File: config.mk
export PLATFORM = sky130hd
export DESIGN_NAME = cla_add_sequencer_flat
export DESIGN_NICKNAME = d
export VERILOG_FILES = /design/src/rtl/cla_add_sequencer_pkg.sv /design/src/rtl/cla_add_sequencer_if.sv /design/src/rtl/cla_add_sequencer_rr_arbiter2.sv /design/src/rtl/cla_add_sequencer.sv /design/src/flat_wrapper.sv
export SDC_FILE = /design/constraint.sdc
export NUM_CORES = 1
export LEC_CHECK = 0
export ABC_AREA = 1
export BUFFER_PORTS_ARGS = -buffer_cell sky130_fd_sc_hd__buf_2
export CAP_MARGIN = 30
export CORE_MARGIN = 5
export CORE_UTILIZATION = 40
export CTS_BUF_LIST = sky130_fd_sc_hd__clkbuf_4 sky130_fd_sc_hd__clkbuf_8
export DETAILED_ROUTE_END_ITERATION = 8
export PLACE_DENSITY = 0.67
export SLEW_MARGIN = 20
export SYNTH_ARGS = -nofsm -noshare
export SYNTH_HDL_FRONTEND = slang
export SYNTH_SLANG_ARGS = --single-unit
File: constraint.sdc
create_clock -name clk -period 4.2 [get_ports clk]
set_input_delay 0.21 -clock clk [delete_from_list [all_inputs] [get_ports clk]]
set_output_delay 0.21 -clock clk [all_outputs]
set_load 0.01 [all_outputs]
File: src/rtl/cla_add_sequencer_pkg.sv
// rtl/cla_add_sequencer_pkg.sv - shared types and constants for the add sequencer
// Purpose: FSM state encoding, default slice width, requester id width and ids.
// Ports: none (package addseq_pkg).
package addseq_pkg;

  typedef enum logic [1:0] {
    IDLE = 2'd0,
    PASS = 2'd1,
    DONE = 2'd2
  } state_t;

  localparam int SLICE_DEF = 16;
  localparam int ID_W      = 1;

  localparam logic [ID_W-1:0] REQ_ALU = 1'b0;
  localparam logic [ID_W-1:0] REQ_BTU = 1'b1;

endpackage

File: src/rtl/cla_add_sequencer_if.sv
// rtl/cla_add_sequencer_if.sv - request, adder-slice and response bundle
// Purpose: groups the sequencer's handshake and shared-adder signals.
// Ports: req_valid/req_ready/req_sub/req_a0/req_b0/req_a1/req_b1 (requests),
//   add_a/add_b/add_cin/add_sum/add_cout (shared slice),
//   rsp_valid/rsp_ready/rsp_id/rsp_sum/rsp_cout (response),
//   rsp_zero/rsp_ovf only with CLA_ADD_SEQ_FLAGS_EN.
// Modports: master = requesters/consumer/adder side, slave = sequencer.
interface cla_add_sequencer_if
  import addseq_pkg::*;
#(
  parameter int WIDTH = 32,
  parameter int SLICE = SLICE_DEF
);
  logic [1:0]       req_valid;
  logic [1:0]       req_ready;
  logic [1:0]       req_sub;
  logic [WIDTH-1:0] req_a0, req_b0, req_a1, req_b1;
  logic [SLICE-1:0] add_a, add_b, add_sum;
  logic             add_cin, add_cout;
  logic             rsp_valid, rsp_ready;
  logic [ID_W-1:0]  rsp_id;
  logic [WIDTH-1:0] rsp_sum;
  logic             rsp_cout;
`ifdef CLA_ADD_SEQ_FLAGS_EN
  logic             rsp_zero, rsp_ovf;
`endif

  modport master (
`ifdef CLA_ADD_SEQ_FLAGS_EN
    input  rsp_zero, rsp_ovf,
`endif
    output req_valid, req_sub, req_a0, req_b0, req_a1, req_b1,
    input  req_ready,
    input  add_a, add_b, add_cin,
    output add_sum, add_cout,
    input  rsp_valid, rsp_id, rsp_sum, rsp_cout,
    output rsp_ready
  );

  modport slave (
`ifdef CLA_ADD_SEQ_FLAGS_EN
    output rsp_zero, rsp_ovf,
`endif
    input  req_valid, req_sub, req_a0, req_b0, req_a1, req_b1,
    output req_ready,
    output add_a, add_b, add_cin,
    input  add_sum, add_cout,
    output rsp_valid, rsp_id, rsp_sum, rsp_cout,
    input  rsp_ready
  );
endinterface

File: src/rtl/cla_add_sequencer_rr_arbiter2.sv
// rtl/cla_add_sequencer_rr_arbiter2.sv - two-way round-robin arbiter
// Purpose: grants one of two requesters; on a tie the one not granted last wins.
// Ports: clk, rst_n (async active-low), req[1:0] in, accept in (grant taken),
//   grant[1:0] out (one-hot, zero when no request), grant_id out.
module rr_arbiter2
  import addseq_pkg::*;
(
  input  logic            clk,
  input  logic            rst_n,
  input  logic [1:0]      req,
  input  logic            accept,
  output logic [1:0]      grant,
  output logic [ID_W-1:0] grant_id
);

  // Id of the last accepted requester; resets to BTU so ALU wins the first tie.
  logic [ID_W-1:0] last_q;

  always_comb begin
    grant_id = (req == 2'b11) ? ~last_q : req[1];
    grant    = 2'b00;
    if (req != 2'b00) begin
      grant = (grant_id == REQ_BTU) ? 2'b10 : 2'b01;
    end
  end

  always_ff @(posedge clk or negedge rst_n) begin
    if (!rst_n) begin
      last_q <= REQ_BTU;
    end else if (accept) begin
      last_q <= grant_id;
    end
  end

endmodule

File: src/rtl/cla_add_sequencer.sv
// rtl/cla_add_sequencer.sv - WIDTH-bit add/sub sequenced over one shared CLA slice
// Purpose: arbitrates two requesters, drives NPASS low-to-high passes through
//   the external SLICE-bit adder, latches the ripple carry between passes and
//   holds the result until the consumer takes it. WIDTH must be a multiple of SLICE.
// Ports: clk, rst_n (async active-low); bus (cla_add_sequencer_if.slave):
//   req_* request handshake, add_* shared slice, rsp_* response handshake.
// Option: CLA_ADD_SEQ_FLAGS_EN adds registered rsp_zero and rsp_ovf.
module cla_add_sequencer
  import addseq_pkg::*;
#(
  parameter int WIDTH = 32,
  parameter int SLICE = SLICE_DEF
) (
  input logic                clk,
  input logic                rst_n,
  cla_add_sequencer_if.slave bus
);

  localparam int NPASS = WIDTH / SLICE;
  localparam int PW    = (NPASS > 1) ? $clog2(NPASS) : 1;
  localparam logic [PW-1:0] LAST_PASS = PW'(NPASS - 1);

  state_t           state_q, state_d;
  logic [PW-1:0]    pass_q;
  logic             carry_q, sub_q;
  logic [ID_W-1:0]  id_q, grant_id;
  logic [WIDTH-1:0] a_q, b_q, sum_q;
  logic [WIDTH-1:0] sel_a, sel_b;
  logic             sel_sub;
  logic [1:0]       grant, req_ready;
  logic             accept;
  logic [SLICE-1:0] add_a, add_b;
  logic             add_cin;

  rr_arbiter2 u_arb (
    .clk      (clk),
    .rst_n    (rst_n),
    .req      (bus.req_valid),
    .accept   (accept),
    .grant    (grant),
    .grant_id (grant_id)
  );

  assign sel_a   = (grant_id == REQ_BTU) ? bus.req_a1 : bus.req_a0;
  assign sel_b   = (grant_id == REQ_BTU) ? bus.req_b1 : bus.req_b0;
  assign sel_sub = bus.req_sub[grant_id];

  always_comb begin
    state_d   = state_q;
    accept    = 1'b0;
    req_ready = 2'b00;
    add_a     = '0;
    add_b     = '0;
    add_cin   = 1'b0;
    case (state_q)
      IDLE: begin
        // Ready is gated by rst_n so it reads 0 while reset is held.
        req_ready = rst_n ? grant : 2'b00;
        accept    = (grant != 2'b00);
        if (accept) state_d = PASS;
      end
      PASS: begin
        add_a   = a_q[int'(pass_q)*SLICE +: SLICE];
        add_b   = b_q[int'(pass_q)*SLICE +: SLICE];
        // Subtraction's +1 enters as carry-in of the lowest slice.
        add_cin = (pass_q == '0) ? sub_q : carry_q;
        if (pass_q == LAST_PASS) state_d = DONE;
      end
      DONE: begin
        if (bus.rsp_ready) state_d = IDLE;
      end
      default: state_d = IDLE;
    endcase
  end

  always_ff @(posedge clk or negedge rst_n) begin
    if (!rst_n) begin
      state_q <= IDLE;
      pass_q  <= '0;
      carry_q <= 1'b0;
      sub_q   <= 1'b0;
      id_q    <= '0;
      a_q     <= '0;
      b_q     <= '0;
      sum_q   <= '0;
    end else begin
      state_q <= state_d;
      if (state_q == IDLE && accept) begin
        a_q    <= sel_a;
        b_q    <= sel_b ^ {WIDTH{sel_sub}};
        sub_q  <= sel_sub;
        id_q   <= grant_id;
        pass_q <= '0;
      end else if (state_q == PASS) begin
        sum_q[int'(pass_q)*SLICE +: SLICE] <= bus.add_sum;
        carry_q <= bus.add_cout;
        pass_q  <= (pass_q == LAST_PASS) ? '0 : pass_q + PW'(1);
      end
    end
  end

`ifdef CLA_ADD_SEQ_FLAGS_EN
  logic             zero_q, ovf_q;
  logic [WIDTH-1:0] sum_next;

  // Full result as it will look once the current slice is written.
  always_comb begin
    sum_next = sum_q;
    sum_next[int'(pass_q)*SLICE +: SLICE] = bus.add_sum;
  end

  always_ff @(posedge clk or negedge rst_n) begin
    if (!rst_n) begin
      zero_q <= 1'b0;
      ovf_q  <= 1'b0;
    end else if (state_q == PASS && pass_q == LAST_PASS) begin
      zero_q <= (sum_next == '0);
      ovf_q  <= (a_q[WIDTH-1] == b_q[WIDTH-1]) && (bus.add_sum[SLICE-1] != a_q[WIDTH-1]);
    end
  end

  assign bus.rsp_zero = zero_q;
  assign bus.rsp_ovf  = ovf_q;
`endif

  assign bus.req_ready = req_ready;
  assign bus.add_a     = add_a;
  assign bus.add_b     = add_b;
  assign bus.add_cin   = add_cin;
  assign bus.rsp_valid = (state_q == DONE);
  assign bus.rsp_id    = id_q;
  assign bus.rsp_sum   = sum_q;
  assign bus.rsp_cout  = carry_q;

endmodule

File: src/flat_wrapper.sv
// flat-port wrapper written by rule: the top's interface ports become plain ports
module cla_add_sequencer_flat import addseq_pkg::*;
#(
  parameter int WIDTH = 32,
  parameter int SLICE = SLICE_DEF
)
  (clk, rst_n, bus_req_valid, bus_req_sub, bus_req_a0, bus_req_b0, bus_req_a1, bus_req_b1, bus_req_ready, bus_add_a, bus_add_b, bus_add_cin, bus_add_sum, bus_add_cout, bus_rsp_valid, bus_rsp_id, bus_rsp_sum, bus_rsp_cout, bus_rsp_ready);
  cla_add_sequencer_if #(.WIDTH(WIDTH), .SLICE(SLICE)) bus_i ();
  input logic clk;
  input logic rst_n;
  input wire logic [$bits(bus_i.req_valid)-1:0] bus_req_valid;
  input wire logic [$bits(bus_i.req_sub)-1:0] bus_req_sub;
  input wire logic [$bits(bus_i.req_a0)-1:0] bus_req_a0;
  input wire logic [$bits(bus_i.req_b0)-1:0] bus_req_b0;
  input wire logic [$bits(bus_i.req_a1)-1:0] bus_req_a1;
  input wire logic [$bits(bus_i.req_b1)-1:0] bus_req_b1;
  output wire logic [$bits(bus_i.req_ready)-1:0] bus_req_ready;
  output wire logic [$bits(bus_i.add_a)-1:0] bus_add_a;
  output wire logic [$bits(bus_i.add_b)-1:0] bus_add_b;
  output wire logic [$bits(bus_i.add_cin)-1:0] bus_add_cin;
  input wire logic [$bits(bus_i.add_sum)-1:0] bus_add_sum;
  input wire logic [$bits(bus_i.add_cout)-1:0] bus_add_cout;
  output wire logic [$bits(bus_i.rsp_valid)-1:0] bus_rsp_valid;
  output wire logic [$bits(bus_i.rsp_id)-1:0] bus_rsp_id;
  output wire logic [$bits(bus_i.rsp_sum)-1:0] bus_rsp_sum;
  output wire logic [$bits(bus_i.rsp_cout)-1:0] bus_rsp_cout;
  input wire logic [$bits(bus_i.rsp_ready)-1:0] bus_rsp_ready;
  assign bus_i.req_valid = bus_req_valid;
  assign bus_i.req_sub = bus_req_sub;
  assign bus_i.req_a0 = bus_req_a0;
  assign bus_i.req_b0 = bus_req_b0;
  assign bus_i.req_a1 = bus_req_a1;
  assign bus_i.req_b1 = bus_req_b1;
  assign bus_req_ready = bus_i.req_ready;
  assign bus_add_a = bus_i.add_a;
  assign bus_add_b = bus_i.add_b;
  assign bus_add_cin = bus_i.add_cin;
  assign bus_i.add_sum = bus_add_sum;
  assign bus_i.add_cout = bus_add_cout;
  assign bus_rsp_valid = bus_i.rsp_valid;
  assign bus_rsp_id = bus_i.rsp_id;
  assign bus_rsp_sum = bus_i.rsp_sum;
  assign bus_rsp_cout = bus_i.rsp_cout;
  assign bus_i.rsp_ready = bus_rsp_ready;
  cla_add_sequencer #(.WIDTH(WIDTH), .SLICE(SLICE)) u_core (.clk(clk), .rst_n(rst_n), .bus(bus_i));
endmodule
## Yosys cells after proc, flatten, opt, wreduce, memory -nomap -nowiden

Cells that the tools add are included.

| word-level totals | value |
|---|---|
| bits in registers | 103 |
| bits in latches | 0 |
| memory bits (writable) | 0 |
| ROM bits | 0 |
| output and inout bits | 70 |
| memories | 0 |

| cells by class | value |
|---|---|
| add/subtract/negate cells | 2 |
| multipliers | 0 |
| divide/modulo/power cells | 0 |
| order comparisons | 1 |
| equal/unequal tests | 6 |
| shift operators | 4 |
| mux-type cells | 22 |
| bitwise logic cells | 3 |
| reductions and logical operators | 7 |

Operators with widths:

| cell | number |
|---|---|
| two-way mux 32 bit | 2 |
| variable part select 32 x 6 -> 16 bit | 2 |
| negation 5 -> 33 bit | 1 |
| variable shift 16 x 33 -> 32 bit (first input constant) | 1 |
| variable part select 16 x 33 -> 32 bit | 1 |
| bitwise mux 32 bit | 1 |
| two-way mux 16 bit | 2 |
| bitwise XOR 32 bit | 1 |
| two-way mux 2 bit | 7 |
| two-way mux 1 bit | 9 |
| inequality test 2 x 1 -> 1 bit (second input constant) | 3 |
| case mux 2 bit (3 select lines) | 1 |
| nonzero test 2 bit | 3 |
| equality test 2 bit (second input constant) | 2 |
| AND reduction 3 bit | 1 |
| equality test 2 x 1 -> 1 bit (second input constant) | 1 |
| zero test 2 bit | 1 |
| less-than comparator 1 x 2 -> 1 bit (second input constant) | 1 |
| NOT 1 bit | 2 |
| AND reduction 2 bit | 1 |
| adder 1 bit (second input constant) | 1 |
| logical AND 1 bit | 1 |

## Longest topological paths before layout

Gate-level depths: netlist (run 1).

| logic depth | value |
|---|---|
| word-level depth | 9 |
| mapped depth | 9 |
| gate-level depth less buffers | 7 |

## Modules after synthesis

Synthesis (run 1) repeated with hierarchy kept, for this count alone.

| unflattened totals | value |
|---|---|
| cells, all modules | 958 |
| area, all modules | 6,239.7 um^2 |

Modules (own cells, without submodules):

| module | instances | cells each | area each (um^2) |
|---|---|---|---|
| cla_add_sequencer | 1 | 948 | 6,172.2 |
| rr_arbiter2 | 1 | 10 | 67.6 |

## Worst setup path after synthesis (run 1)

OpenSTA, ideal clock, no wires.

| path | value |
|---|---|
| path kind | register to output |
| start point | register u_core.u_arb.last_q |
| end point | output bus_req_ready[0] |
| data arrival time | 1.190 ns |
| data required time | 3.990 ns |
| slack | 2.800 ns |
| stages on the path, launching flop included | 6 |
| buffers on the path | 1 |
| cells stage by stage | dfstp_2 nand2_2 nand2_4 inv_2 buf_2 nor3_1 |

| between the ends | value |
|---|---|
| word-level cells in the longest chain between the ends | 6 |

RTL lines:

| item | RTL line | source |
|---|---|---|
| start, declared | cla_add_sequencer_rr_arbiter2.sv:17 | `logic [ID_W-1:0] last_q;` |
| start signal, assigned | cla_add_sequencer_rr_arbiter2.sv:31 | `last_q <= grant_id;` |
| NOT 1 bit | cla_add_sequencer_rr_arbiter2.sv:20 | `grant_id = (req == 2'b11) ? ~last_q : req[1];` |
| two-way mux 1 bit | cla_add_sequencer_rr_arbiter2.sv:20 |  |
| two-way mux 2 bit | cla_add_sequencer_rr_arbiter2.sv:23 | `grant = (grant_id == REQ_BTU) ? 2'b10 : 2'b01;` |
| two-way mux 2 bit | cla_add_sequencer_rr_arbiter2.sv:22 | `if (req != 2'b00) begin` |
| two-way mux 2 bit | cla_add_sequencer.sv:58 | `req_ready = rst_n ? grant : 2'b00;` |
| two-way mux 2 bit | cla_add_sequencer.sv:55 | `case (state_q)` |
| end, declared | flat_wrapper.sv:17 | `output wire logic [$bits(bus_i.req_ready)-1:0] bus_req_ready;` |

No other way between the ends.

## Final worst setup path (run 1)

| path | value |
|---|---|
| start point | register u_core.state_q[0] |
| end point | output bus_req_ready[1] |

| between the ends | value |
|---|---|
| word-level cells in the longest chain between the ends | 2 |

RTL lines:

| item | RTL line | source |
|---|---|---|
| start, declared | cla_add_sequencer.sv:23 | `state_t state_q, state_d;` |
| start signal, assigned | cla_add_sequencer.sv:87 | `state_q <= state_d;` |
| zero test 2 bit | cla_add_sequencer.sv:55 |  |
| two-way mux 2 bit | cla_add_sequencer.sv:55 |  |

No other way between the ends.

==> results of run 1 <==
==> flip-flops by register name (all words and copies together), names as in the netlist <==
register / count
u_core.bus.rsp_id: 1
u_core.state_q: 2
u_core.a_q: 32
u_core.b_q: 32
u_core.bus.rsp_cout: 1
u_core.u_arb.last_q: 1
u_core.pass_q: 1
u_core.sub_q: 1
u_core.bus.rsp_sum: 32
==> layer usage <==
metal	wire length (µm)	GRT usage (%)	share of wire (%)	up-vias
met5	0	0	0	-
met2	8160	30.2	44	229
met1	8990	31.2	48	2839
met4	404	8.06	2.2	0
li1	-	-	-	3245
met3	1160	3.17	6.2	20
==> metrics by stage <==
step	std cells	power, mW	worst slack [ps]
after global placement	1277	4.12	1720
after CTS	1298	4.84	1740
after detailed placement	1280	4.18	1790
after floorplan	924	3.32	2800
after global routing	1300	5.27	1560
final	1300	4.82	1780
==> cells in the mapped netlist, drive strengths merged <==
master and instances:
inv 83, nand3b 5, nand3 93, clkbuf 22, o21ai 98, dfrtp 102, nand2 406, o31ai 1
clkinv 1, nor2 37, nor3 1, dfstp 1, buf 41, a21oi 33
==> area by class of cell <==
type,count,area (µm²),share of cell area (%)
multi-input cells,674,2850,38.3
flip-flops and latches,103,2580,34.6
repair buffers,235,1260,17.0
inverters,84,315,4.24
well taps,188,235,3.16
clock buffers,9,124,1.66
clock inverters,7,72.6,0.975
==> cells by family (layout without fill, tap and decap cells) <==
kind of cell	Yosys count	count (layout)	synth area share [%]
AOI/OAI and AO/OA	132	132	10.9
DFF	103	103	42.5
and+or+nand+nor	542	542	36.1
buffers and inverters	147	335	10.5
==> worst max-delay path, delay by kind of cell (launching register included) <==
family / cells / cell delay [ps]
buf+inv: 3 / 780
flops: 1 / 410
simple gates: 4 / 610
==> power by group <==
group          total, mW  internal [mW]  switching, mW
logic               2.41          0.854           1.56
clock network      0.634          0.277          0.357
registers           1.77           1.50          0.270
total               4.82           2.63           2.19
==> final timing paths <==
check                                     from                endpoint  slack, ps  depth (start not counted)
setup / recovery             u_core.state_q[0]        bus_req_ready[1]       1780                          7
hold / removal                    bus_add_cout     u_core.bus.rsp_cout         50                          3
setup reg to reg           u_core.u_arb.last_q          u_core.b_q[29]       1960                          8
hold reg to reg              u_core.bus.rsp_id       u_core.bus.rsp_id        480                          2
max in group asynchronous                rst_n  u_core.bus.rsp_sum[14]       2590                          3
min in group asynchronous                rst_n           u_core.a_q[2]        370                          2
==> summary.md, run 1 <==
| Metric | Value |
|---|---|
| Worst path required time | `3990 ps` |
| Cells after synthesis | `924` |
| Final net count | `1259` |
| Cell Area, Placed | `7200 µm²` |
| Final hold slack | `roughly 53 ps` |
| Number of filler instances in the final layout | `1557` |
| Final period utilization | `57.6%` |
| Top post-synthesis cells by area | `sky130_fd_sc_hd__dfrtp_1 (42%), sky130_fd_sc_hd__nand2_1 (25%), sky130_fd_sc_hd__nand3_1 (7.7%)` |
| Critical-path maximum fanout | `66` |
| Commonest cells after routing, fill and taps aside | `sky130_fd_sc_hd__nand2_1 (404), sky130_fd_sc_hd__buf_2 (220), sky130_fd_sc_hd__dfrtp_1 (102)` |
| Longest Clk Path Bufs | `2` |
| Min Clock Period, post-route | `2420 ps` |
| Die height | `133 µm` |
| Worst vdd ir | `216 µV` |
| Antenna violations before repair | `0` |
| Synth warnings | `0` |
| Vias per cell | `roughly 4.9` |
| Max-cap check violation count | `0` |
| Worst path cell trace | `inv_1, nand2_1, nor2_4, buf_4, nand2_1, nor2_1, buf_2` |
| Detailed-route DRC error count | `0` |
| Number of resized instances in the post-cts repair step | `0` |
| Synthesized cell area | `just over 6000 µm²` |
| Setup TNS Final | `0 ps` |
| Violation count after the first detailed-routing iteration | `575` |
| Worst setup SP type | `flip-flop` |
| Register area share after synthesis | `between 40% and 50%` |
| Leakage | `between 4 and 5 nW` |
| Worst-case clock skew | `12.8 ps` |
| Final-report max-slew violation count | `0` |
| # Post-CTS Setup Buffers | `0` |
| Wire length per cell | `~14 µm` |
| Number of port buffers | `221` |
| Net count after synthesis | `1076` |
| Root Driver | `sky130_fd_sc_hd__clkbuf_8` |
| Sink Count | `around 100` |
| Count of antenna-violating nets left after detailed routing | `0` |
| Largest area contributor in the netlist | `sky130_fd_sc_hd__dfrtp_1` |
| Die extent in x | `between 100 and 150 µm` |
| Clock Latency Late Sink | `380 ps` |
| Die area | `17700 µm²` |
| # H-tree levels | `3` |
| Worst min-delay path category | `in -> reg` |
| Crit path DAT | `2210 ps` |
| Share of the core filled with cells | `between 40% and 50%` |
| Element type at the critical path end | `primary output` |
| Result of the run | `finished clean` |
| RSZ-0062 raised after global routing | `false` |
| Std cell rows | `45` |
| Post-synthesis sequential element count | `103` |
| Count of vias placed by the detailed router | `roughly 6.3k` |
| Slowest stage cell, crit path | `sky130_fd_sc_hd__buf_4` |
| Largest net degree at the start of global routing | `67` |
| DRT Wirelength | `approximately 19000 µm` |
| Synth top area share | `42.0%` |
| TritonCTS Buffers | `9` |
| Max transition margin | `46.3%` |
| DR pass1 iterations | `5` |
| Fraction of layout cells with a size suffix above 1 | `23.1%` |
| Detailed-placement wirelength estimate | `between 10000 and 15000 µm` |
| Power per standard cell area | `647 nW/µm²` |
| Max frequency | `413 MHz` |
| Final GP Congestion | `0.858` |
| Initial Utilization | `40.4%` |
| # IOs | `approximately 220` |
| Growth of design area from synthesis to finish | `22.6%` |
| GRT Resource Usage Total | `20.8%` |
| GRT overflow | `0` |
| Type of the worst setup path | `reg -> out` |
| Post-route cell area | `7440 µm²` |
| CTS tree | `yes` |
| Count of final setup violators | `0` |
| Hold bufs inserted after CTS | `2` |
| Clock edge transition at the registers on the reported setup and hold paths | `100 ps` |
| Via count of the first global-routing pass | `5831` |
| Max stage delay on crit path | `roughly 550 ps` |
| Worst-margin pin slew | `a little over 800 ps` |
| Number of distinct standard cells referenced by the synthesized netlist | `22` |
| Final-report hold violation count | `0` |
| Inserted Diodes | `0` |
| Commonest non-fill, non-tap cell in the layout | `sky130_fd_sc_hd__nand2_1` |
| Avg Inst Size Synth | `about 6.6 µm²` |
| First-pass GRT wire length | `30000 µm` |
| Core box area | `15000 µm²` |
| Cell type with the highest occurrence count on the critical path | `sky130_fd_sc_hd__nand2_1` |
No activity file was read; power rests on OpenSTA's default activity.
==> run 2, diff against run 1 <==
--- a/config.mk
+++ b/config.mk
@@ -12,7 +12,7 @@
 export CORE_UTILIZATION = 40
 export CTS_BUF_LIST = sky130_fd_sc_hd__clkbuf_4 sky130_fd_sc_hd__clkbuf_8
 export DETAILED_ROUTE_END_ITERATION = 8
-export PLACE_DENSITY = 0.67
+export PLACE_DENSITY = 0.69
 export SLEW_MARGIN = 20
 export SYNTH_ARGS = -nofsm -noshare
 export SYNTH_HDL_FRONTEND = slang
==> constraint.sdc (replaced) <==
create_clock -name clk -period 2 [get_ports clk]
set_input_delay 0.1 -clock clk [delete_from_list [all_inputs] [get_ports clk]]
set_output_delay 0.1 -clock clk [all_outputs]
set_load 0.01 [all_outputs]
==> run 2 against run 1 <==
Clock skew shrank 2.9 ps. Critical path depth shrank 1. Sequential share of layout area shrank 2.5 points. Clock power grew 140%. Total power grew 120%. Core utilization grew 3.8 points. Critical endpoint is now bus_add_b[14]. Largest power group unchanged.
==> summary.md, run 2 (synthesis results as in run 1) <==
| Metric | Value |
|---|---|
| Setup TNS Final | `0 ps` |
| Critical-path maximum fanout | `16` |
| Violation count after the first detailed-routing iteration | `576` |
| Start point of the worst min-delay path | `bus_req_a1[0]` |
| Post-route cell area | `approximately 8000 µm²` |
| Count of antenna-violating nets left after detailed routing | `0` |
| GRT Resource Usage Total | `21.0%` |
| Vias per cell | `4.79` |
| Final-report hold violation count | `0` |
| Total power | `10.5 mW` |
| Worst reg-to-reg path cell count | `7` |
| Worst R2R Setup Slack | `approximately 350 ps` |
| Seq pwr share | `35.6%` |
| GRT overflow | `0` |
| Antenna violations before repair | `1` |
| Longest Clk Path Bufs | `2` |
| Die extent in x | `approximately 130 µm` |
| Worst-case clock skew | `around 9.9 ps` |
| Commonest cells after routing, fill and taps aside | `sky130_fd_sc_hd__nand2_1 (404), sky130_fd_sc_hd__buf_2 (220), sky130_fd_sc_hd__dfrtp_1 (102)` |
| # IOs | `222` |
| Power share of the clock group | `14.5%` |
| Endpoint of the worst hold path | `u_core.a_q[0]` |
| Cell Area, Placed | `7290 µm²` |
| First-pass GRT wire length | `30500 µm` |
| Wire length per cell | `14.1 µm` |
| Crit path DAT | `1710 ps` |
| Type of the worst setup path | `reg -> out` |
| Largest net degree at the start of global routing | `104` |
| Min Clock Period, post-route | `between 1500 and 2000 ps` |
| Max-cap check violation count | `0` |
| Count of vias placed by the detailed router | `6489` |
| Final-report max-slew violation count | `0` |
| DRT Wirelength | `19200 µm` |
| Via count of the first global-routing pass | `5922` |
| Final GP Congestion | `0.851` |
| Growth of design area from synthesis to finish | `32.1%` |
| Detailed-placement wirelength estimate | `roughly 13000 µm` |
| Fraction of layout cells with a size suffix above 1 | `22.8%` |
| Final hold slack | `13.2 ps` |
| # H-tree levels | `3` |
| Reported net switching power | `about 4.6 mW` |
| Worst-margin pin slew | `622 ps` |
| Clock Latency Late Sink | `370 ps` |
| Leakage | `4.58 nW` |
| Worst vdd ir | `510 µV` |
| Detailed-route DRC error count | `0` |
| Power per standard cell area | `1310 nW/µm²` |
| Sequential cell area in the final layout | `2580 µm²` |
| Std cell rows | `45` |
| Worst reg2reg path startpoint | `u_core.u_arb.last_q` |
| Combinational share of power | `approximately half` |
| Total area of multi-input combinational cells | `about 2900 µm²` |
| Switching Fraction | `43.9%` |
| Final period utilization | `between 90% and 100%` |
| Clock edge transition at the registers on the reported setup and hold paths | `about 100 ps` |
| Sink Count | `103` |
| Min-Delay Path Depth | `3` |
| Share of the core filled with cells | `53.3%` |
| Commonest non-fill, non-tap cell in the layout | `sky130_fd_sc_hd__nand2_1` |
| Final net count | `1312` |
| End of the worst register-to-register path | `u_core.b_q[3]` |
| Die area | `between 15000 and 20000 µm²` |
| Result of the run | `finished clean` |
| Initial Utilization | `about two fifths` |
| TritonCTS Buffers | `9` |
| Worst setup SP type | `flip-flop` |
| Max transition margin | `58.5%` |
| Worst path required time | `around 1900 ps` |
| Element type at the critical path end | `primary output` |
| Count of final setup violators | `0` |
| CTS tree | `yes` |
| Worst min-delay path category | `in -> reg` |
| Root Driver | `sky130_fd_sc_hd__clkbuf_8` |
| Number of port buffers | `221` |
| RSZ-0062 raised after global routing | `false` |
| Internal | `5.89 mW` |
| DR pass1 iterations | `4` |
| Max frequency | `roughly 550 MHz` |
| Number of filler instances in the final layout | `between 1k and 1.5k` |
| Core box area | `~15000 µm²` |
| Die height | `133 µm` |
## run 2: changes by cell type in the layout (fill, tap and decap cells not counted)
| cell | previous run | this run |
|---|---|---|
| sky130_fd_sc_hd__buf_8 | 3 | 0 |
| sky130_fd_sc_hd__inv_4 | 0 | 1 |
| sky130_fd_sc_hd__buf_16 | 1 | 0 |
| sky130_fd_sc_hd__bufinv_16 | 1 | 2 |
| sky130_fd_sc_hd__clkinvlp_4 | 2 | 1 |
| sky130_fd_sc_hd__clkbuf_8 | 9 | 12 |
| sky130_fd_sc_hd__clkinv_2 | 2 | 1 |
| sky130_fd_sc_hd__buf_4 | 8 | 17 |
| sky130_fd_sc_hd__inv_6 | 1 | 0 |
| sky130_fd_sc_hd__dlygate4sd3_1 | 2 | 46 |
| sky130_fd_sc_hd__inv_2 | 3 | 1 |
| sky130_fd_sc_hd__diode_2 | 0 | 1 |
| sky130_fd_sc_hd__buf_12 | 0 | 5 |
| sky130_fd_sc_hd__buf_6 | 1 | 0 |
## run 2: worst max-delay path, cell delays in order (launching register included)
cell and delay (ps):
sky130_fd_sc_hd__dfrtp_1 380, sky130_fd_sc_hd__inv_1 70, sky130_fd_sc_hd__nor2_2 180, sky130_fd_sc_hd__clkinv_1 110
sky130_fd_sc_hd__buf_4 210, sky130_fd_sc_hd__a21oi_1 210, sky130_fd_sc_hd__buf_2 180
## run 2: what timing repair did
item	CTS	global route
hold buffers	46	0
endpoints found under the hold margin	147	0
buffers inserted	0	3
resized for setup	1	1
pin swaps	0	1
setup endpoints to repair	1	2
## run 2: metrics by stage
stage / cells / worst slack (ps)
final: 1354 / 194
after global routing: 1354 / 32.6
after CTS: 1350 / 41.2
after detailed placement: 1288 / 394
after global placement: 1288 / 425
after floorplan: 924 / 652
## run 2: power groups by stage
| stage | Clock, mW | Combinational, mW | Sequential (mW) |
|---|---|---|---|
| 5_1_grt | 1.64 | 5.92 | 3.86 |
| 4_1_cts | 1.56 | 5.23 | 3.72 |
| 3_5_place_dp | 0 | 5.15 | 3.75 |
| 6_report | 1.53 | 5.24 | 3.73 |
| 2_1_floorplan | 0 | 3.19 | 3.78 |
| 3_3_place_gp | 0 | 5.05 | 3.77 |
## run 2: worst max-delay path by stage
stage,cells past startpoint,startpoint,to,slack (ps)
after detailed placement,7,u_core.u_arb.last_q,u_core.b_q[19],390
after CTS,6,u_core.state_q[0],bus_req_ready[0],40
final,6,u_core.state_q[0],bus_add_b[14],190
after global placement,7,u_core.u_arb.last_q,u_core.b_q[1],420
after global routing,6,u_core.u_arb.last_q,bus_req_ready[1],30
after floorplan,8,u_core.u_arb.last_q,u_core.b_q[27],650
## run 2: per-layer routing
layer	GRT usage, %	routed length, µm	vias up
met5	0	0	-
met4	7.83	512	0
met3	2.91	1250	35
met2	32.1	8500	263
met1	30.4	8890	2842
li1	-	-	3349
## run 2: cell type report
type | instances | area share (%)
antenna | 1 | 0.0312
clock buffer | 12 | 2.06
clock inverter | 4 | 0.952
inverter | 84 | 3.98
multi-input combinational | 674 | 35.6
sequential | 103 | 32.2
tap | 188 | 2.93
timing repair buffer | 288 | 22.3
